<file path="src/rtl/seq_div_8by4.sv">
// Sequential restoring divider: 2N-bit dividend / N-bit divisor, one quotient bit per clock.
// Optional div_by_zero output port enabled by defining DIV_BYZERO_FLAG_EN.
module seq_div_8by4 #(
    parameter int unsigned N = 4
) (
    input  logic           clk,
    input  logic           rst_n,
    input  logic           in_valid,
    output logic           in_ready,
    input  logic [2*N-1:0] dividend,
    input  logic [N-1:0]   divisor,
    output logic           out_valid,
    input  logic           out_ready,
    output logic [2*N-1:0] quotient,
    output logic [N-1:0]   remainder
`ifdef DIV_BYZERO_FLAG_EN
    ,
    output logic           div_by_zero
`endif
);

    localparam int unsigned QW = 2 * N;
    localparam int unsigned RW = N + 1;
    localparam int unsigned CW = $clog2(QW);

    typedef enum logic [1:0] {
        IDLE,
        CALC,
        DONE
    } state_e;

    state_e         state_q, state_d;
    logic [QW-1:0]  dvd_q, dvd_d;
    logic [N-1:0]   dvs_q, dvs_d;
    logic [N-1:0]   rem_q, rem_d;
    logic [QW-1:0]  quo_q, quo_d;
    logic [CW-1:0]  cnt_q, cnt_d;
    logic           in_ready_q, in_ready_d;
    logic           out_valid_q, out_valid_d;
    logic [RW-1:0]  trial_c;
    logic [RW-1:0]  diff_c;
    logic           ge_c;
`ifdef DIV_BYZERO_FLAG_EN
    logic           dbz_q, dbz_d;
`endif

    // Partial remainder is kept at N bits: after each restore it is always below the divisor.
    always_comb begin
        trial_c = {rem_q, dvd_q[QW-1]};
        diff_c  = trial_c - {1'b0, dvs_q};
        ge_c    = (trial_c >= {1'b0, dvs_q});
    end

    always_comb begin
        state_d     = state_q;
        dvd_d       = dvd_q;
        dvs_d       = dvs_q;
        rem_d       = rem_q;
        quo_d       = quo_q;
        cnt_d       = cnt_q;
        in_ready_d  = in_ready_q;
        out_valid_d = out_valid_q;
`ifdef DIV_BYZERO_FLAG_EN
        dbz_d       = dbz_q;
`endif
        case (state_q)
            IDLE: begin
                if (in_valid && in_ready_q) begin
                    dvd_d      = dividend;
                    dvs_d      = divisor;
                    in_ready_d = 1'b0;
                    if (divisor != '0) begin
                        rem_d   = '0;
                        quo_d   = '0;
                        cnt_d   = '0;
                        state_d = CALC;
                    end else begin
                        // Divide by zero saturates the quotient and passes the low dividend bits through.
                        quo_d       = '1;
                        rem_d       = dividend[N-1:0];
                        out_valid_d = 1'b1;
`ifdef DIV_BYZERO_FLAG_EN
                        dbz_d       = 1'b1;
`endif
                        state_d     = DONE;
                    end
                end
            end
            CALC: begin
                dvd_d = {dvd_q[QW-2:0], 1'b0};
                quo_d = {quo_q[QW-2:0], ge_c};
                rem_d = ge_c ? diff_c[N-1:0] : trial_c[N-1:0];
                cnt_d = cnt_q + CW'(1);
                if (cnt_q == CW'(QW - 1)) begin
                    out_valid_d = 1'b1;
                    state_d     = DONE;
                end
            end
            DONE: begin
                if (out_ready) begin
                    out_valid_d = 1'b0;
                    in_ready_d  = 1'b1;
`ifdef DIV_BYZERO_FLAG_EN
                    dbz_d       = 1'b0;
`endif
                    state_d     = IDLE;
                end
            end
            default: begin
                out_valid_d = 1'b0;
                in_ready_d  = 1'b1;
                state_d     = IDLE;
            end
        endcase
    end

    always_ff @(posedge clk or negedge rst_n) begin
        if (!rst_n) begin
            state_q     <= IDLE;
            dvd_q       <= '0;
            dvs_q       <= '0;
            rem_q       <= '0;
            quo_q       <= '0;
            cnt_q       <= '0;
            in_ready_q  <= 1'b1;
            out_valid_q <= 1'b0;
        end else begin
            state_q     <= state_d;
            dvd_q       <= dvd_d;
            dvs_q       <= dvs_d;
            rem_q       <= rem_d;
            quo_q       <= quo_d;
            cnt_q       <= cnt_d;
            in_ready_q  <= in_ready_d;
            out_valid_q <= out_valid_d;
        end
    end

`ifdef DIV_BYZERO_FLAG_EN
    always_ff @(posedge clk or negedge rst_n) begin
        if (!rst_n) begin
            dbz_q <= 1'b0;
        end else begin
            dbz_q <= dbz_d;
        end
    end

    assign div_by_zero = dbz_q;
`endif

    assign in_ready  = in_ready_q;
    assign out_valid = out_valid_q;
    assign quotient  = quo_q;
    assign remainder = rem_q;

endmodule
</file>
<file path="config.mk">
export PLATFORM = sky130hd
export DESIGN_NAME = seq_div_8by4
export DESIGN_NICKNAME = d
export VERILOG_FILES = /design/src/rtl/seq_div_8by4.sv
export SDC_FILE = /design/constraint.sdc
export NUM_CORES = 1
export LEC_CHECK = 0
export CAP_MARGIN = 40
export CELL_PAD_IN_SITES_DETAIL_PLACEMENT = 1
export CELL_PAD_IN_SITES_GLOBAL_PLACEMENT = 1
export CORE_MARGIN = 5
export CORE_UTILIZATION = 42
export DETAILED_ROUTE_END_ITERATION = 10
export GPL_ROUTABILITY_DRIVEN = 1
export PLACE_DENSITY = 0.92
export SLEW_MARGIN = 40
export SYNTH_ARGS = -nofsm -noshare
export SYNTH_HDL_FRONTEND = slang
export SYNTH_SLANG_ARGS = --single-unit
export TNS_END_PERCENT = 30
</file>
<file path="constraint.sdc">
create_clock -name clk -period 2.9 [get_ports clk]
set_input_delay 0.87 -clock clk [delete_from_list [all_inputs] [get_ports clk]]
set_output_delay 0.87 -clock clk [all_outputs]
set_load 0.05 [all_outputs]
</file>
# Word level (Yosys, flattened, before mapping)
# Cells that the tools add are included.
[word_totals]
register_bits = 31
latchBits = 0
mem_bits_rw = 0
romBits = 0
in_bits = 16
out_inout_bits = 14
word_cells = 55
mem_count = 0
[classes]
n_addsub = 2
n_mul = 0
div_mod_pow = 0
magnitude_cmp = 1
n_eq_ne = 8
n_shift = 0
n_mux = 25
bitwise_logic = 1
n_reduce_logical = 10
[ops]
columns = ["op", "count"]
rows = [
  ["case mux 8 bit (2 select lines)", 2],
  ["2-to-1 mux 8 bit", 3],
  ["2-to-1 mux 4 bit", 3],
  ["!= test 2 bit (second input constant)", 5],
  ["AND reduction 3 bit", 3],
  ["2-to-1 mux 2 bit", 4],
  ["case mux 4 bit (2 select lines)", 1],
  ["2-to-1 mux 1 bit", 6],
  ["2-to-1 mux 3 bit", 2],
  ["case mux 1 bit (3 select lines)", 2],
  ["case mux 2 bit (3 select lines)", 1],
  ["case mux 3 bit (2 select lines)", 1],
  ["greater-or-equal comparator 5 x 4 -> 1 bit", 1],
  ["AND reduction 2 bit", 2],
  ["AND reduction 4 bit", 1],
  ["nonzero test 4 bit", 1],
  ["subtractor 4 bit", 1],
  ["adder 3 x 1 -> 3 bit (second input constant)", 1],
  ["== test 3 bit (second input constant)", 1],
  ["== test 2 x 1 -> 1 bit (second input constant)", 1],
  ["== test 2 bit (second input constant)", 1],
  ["logical NOT 2 bit", 1],
  ["nonzero test 2 bit", 1],
  ["logical AND 1 bit", 1],
  ["inverter 1 bit", 1],
]

# Depth between registers and ports, before layout
# Gate-level depths: netlist of run 1.
[logic_depth]
ltp_word = 4
mapped_depth = 7
depth_no_buf = 7

# Worst setup path after synthesis of run 1
# Ideal clock, no wire load.
[synth_path]
kind = "register to register"
from = "register rem_q[0] (netlist: remainder[0])"
to = "register quo_q[0] (netlist: quotient[0])"
setup_ns = 0.126
arrival_time_ns = 1.987
required_time_ns = 2.774
path_slack_ns = 0.787
stages_incl_launch_ff = 6
path_cell_list = "dfrtp_1 -> ha_1 -> nor2b_4 -> o31a_1 -> or2_4 -> a221o_1"
[synth_via]
elab_chain_len = 2
[synth_lines]
columns = ["element", "line", "text"]
rows = [
  ["from (decl)", "35", "logic [N-1:0] rem_q, rem_d;"],
  ["from (signal assigned)", "131", "rem_q <= rem_d;"],
  ["greater-or-equal comparator 5 x 4 -> 1 bit", "51", "ge_c = (trial_c >= {1'b0, dvs_q});"],
  ["case mux 8 bit (2 select lines)", "66", "case (state_q)"],
  ["to (signal assigned)", "132", "quo_q <= quo_d;"],
  ["to (decl)", "36", "logic [QW-1:0] quo_q, quo_d;"],
]
# Every way passes these cells.
# A chain may end at the register's enable or synchronous reset.

# Final worst setup path of run 1
[layout_path]
from = "register in_ready_q (netlist: in_ready)"
to = "output port in_ready"
[layout_rtl]
columns = ["element", "line", "text"]
rows = [
  ["from (decl)", "38", "logic in_ready_q, in_ready_d;"],
  ["from (signal assigned)", "134", "in_ready_q <= in_ready_d;"],
  ["to (decl)", "9", "output logic in_ready,"],
]
# No word-level cell between the ends.

==> metrics, run 1 <==
DRC 0; Cell Pwr Density roughly 1100 nW/um^2; ANT nets after route 0; final hold viol count 0; htree depth 2; total routed wirelength a little under 5000 microns; ratio of final minimum period to clock period between 80% and 90%; CP endpoint kind output pin; largest family of logic cells by synthesized area simple AND/OR/NAND/NOR gates; total global-route track usage 20.7%; most area-consuming cells after synthesis dfrtp_1, nand2_1, o21ai_0; Die Y around 71 microns; grt met2 use a little over a third; Setup CP Type flip-flop to output pin; CP Depth 1; core footprint ~3700 sq um; met1 usage between 20% and 30%; mux contribution to synthesized area 5.83%; vias in the first global route 1,607; die footprint just over 5000 sq um; cell taking the most area after synthesis dfrtp_1; Row Count 22; fillers approximately 420; Post-Synthesis Cells 161; post-synth top area share between 40% and 50%; dpl ws 0.348 ns; CP bufs+invs 1; Syn Nets between 150 and 200; maxcap violations 0; Synth Area in Simple Gates between 15 and 20%; Critical Path Max Stage Delay about 0.8 ns; synthesis-to-finish area growth 30.3%; total grt overflow 0; CP Data Required Time about 2.0 ns; CP arrival between 1.5 and 2 ns; HP Start dvd_q[6]; worst-case reg-to-reg path depth 5; Initial Util between 40% and 50%; drt wl/cell slightly above 20 microns; minimum clock period after layout roughly 2.5 ns; setup TNS 0 ns; critical path fanouts, max 5; detailed router's first-iteration violation count 41; PortBufs 29; cell breakdown of the critical path clkdlybuf4s50_1; flops & latches, synth 31; outcome finished, final reports clean; count leader, synth dfrtp_1; Setup-failing EPs final 0; Top-Level Pins 30; layout cells sized above 1 10.3%; Synth Area in Adders ~6%; clock-pin slew on the worst setup and hold paths 0.07 ns; n_diodes 0; Setup WS post-layout about 0.37 ns; RR Endpoint quotient[0]; Yosys cell types 38; Syn Area/Cell between 9 and 10 sq um; RR Startpoint remainder[0]; cell area after synthesis around 1600 sq um; largest net degree at the start of global routing 32; met3 GRT Util 6.17%; # hold bufs at CTS 0; Vias/cell a little under 6; clock root cell clkbuf_8; reg-to-reg slack, setup 0.88 ns; Pleak approximately 0.95 nW; xor/xnor share of the synthesized area 0.552%; CTS Buffer Depth 2; total number of vias approximately 1,400; number of flops mapped to enable cells by yosys 0; ys async rst share 100%; GP Congestion 0.774; Final nets 216; top_reg_cell synth dfrtp_1; hold path depth 2; hpwl dp about 3400 microns; skew final about 0.0046 ns; Horiz. Die Dim approximately 70 microns; Rel. slew slack approximately 52%; critical path's slowest cell clkdlybuf4s50_1; Placed Area 1930 sq um; CP top delay family buffers and inverters; Final Cell Area between 2000 and 2500 sq um; Synth top cells by count dfrtp_1, nand2_1, o21ai_0; Clock Sinks 31; RSZ-0062 raised after global routing false; CP startpoint kind flip-flop; Resized Gates After CTS 0; busiest grt layer met2; Hold Path Class flip-flop to flip-flop; IR drop worst, VDD 533 uV; f_max about 400 MHz; measured slew at the worst slew-check pin 0.716 ns; Clock Latency Late Sink 0.29 ns; number of buffers created by CTS 5; Compound-Gate Fraction of Synth Area around 16%; global-route wire length before repair about 8100 microns; Slew Limit Fails 0; Post-CTS Setup Repair Bufs 0; sequential fraction of the synthesis area approximately half; CTS tree done; Hold EP dvd_q[7]; Yosys warnings 0; DR pass1 iterations 4; initial antenna violation count 0
==> cell usage in the layout (no fill, tap or decap), types with 5 or more instances in the layout <==
cell | Yosys | routed
ha_1 | 6 | 6
clkbuf_8 | 0 | 5
nand2_1 | 24 | 24
mux2i_1 | 7 | 7
dfrtp_1 | 30 | 30
o21ai_0 | 17 | 17
nand3_1 | 15 | 15
nor2_1 | 6 | 6
clkdlybuf4s50_1 | 0 | 29
a22oi_1 | 7 | 7
inv_1 | 7 | 7
==> final cells by class <==
cell class / instances / area, sq um / area share, %
Tap cell: 48 / 60.1 / 2.90
Clock inverter: 3 / 67.6 / 3.26
Inverter: 7 / 26.3 / 1.27
Multi-Input combinational cell: 115 / 749 / 36.2
Timing Repair Buffer: 33 / 320 / 15.5
Sequential cell: 31 / 777 / 37.5
Clock buffer: 5 / 68.8 / 3.33
==> per-stage QoR <==
step	util, %	instances	hold WS (ns)	total power, mW
6_report	56.5	242	0.509	2.34
4_1_cts	56.5	242	0.513	2.34
3_3_place_gp	52.8	234	0.461	1.68
3_5_place_dp	52.8	234	0.498	1.78
5_1_grt	56.5	242	0.528	2.45
2_1_floorplan	-	161	0.450	1.41
==> cells by family (layout without fill, tap and decap cells) <==
| logic type | after synthesis | after routing |
|---|---|---|
| compound gates | 41 | 41 |
| xor+xnor | 1 | 1 |
| fa+ha+maj | 7 | 7 |
| buf+inv | 15 | 48 |
| flops | 31 | 31 |
| mux | 9 | 9 |
| simple gates | 57 | 57 |
==> state kept, by name, indices dropped and copies added, names as in the netlist <==
| register | cells |
|---|---|
| cnt_q | 3 |
| dvd_q | 8 |
| dvs_q | 4 |
| in_ready | 1 |
| out_valid | 1 |
| quotient | 8 |
| remainder | 4 |
| state_q | 2 |
==> how the worst max path moves through the flow <==
| stage | start | end | slack [ns] |
|---|---|---|---|
| CTS | in_ready | in_ready | 0.36 |
| global route | in_ready | in_ready | 0.34 |
| global placement | divisor[1] | remainder[0] | 0.45 |
| detailed placement | in_valid | dvs_q[0] | 0.35 |
| finish | in_ready | in_ready | 0.37 |
| floorplan | remainder[0] | quotient[0] | 0.79 |
==> power breakdown <==
group / internal, mW / switching (mW)
registers: 0.593 / 0.146
logic: 0.401 / 0.684
clock network: 0.342 / 0.171
total: 1.34 / 1.00
==> layer usage <==
metal  share of wire (%)  wire (microns)  up-vias
met3                 4.1             202       18
met1                  41            2020      726
met2                  51            2500       37
met5                   0               0        -
li1                    -               -      639
met4                 3.7             180        0
==> worst min-delay path, stage by stage (launching register included) <==
cell and delay [ns]:
dfrtp_1 0.36, nand2_1 0.05, o21ai_0 0.06
(Power assumes the default switching activity.)
==> inputs of run 2 (changes only) <==
Settings changed: HOLD_SLACK_MARGIN from default to 0.05.
==> results of run 2 <==
The final DEF is identical to that of run 1; final timing and power are the same.
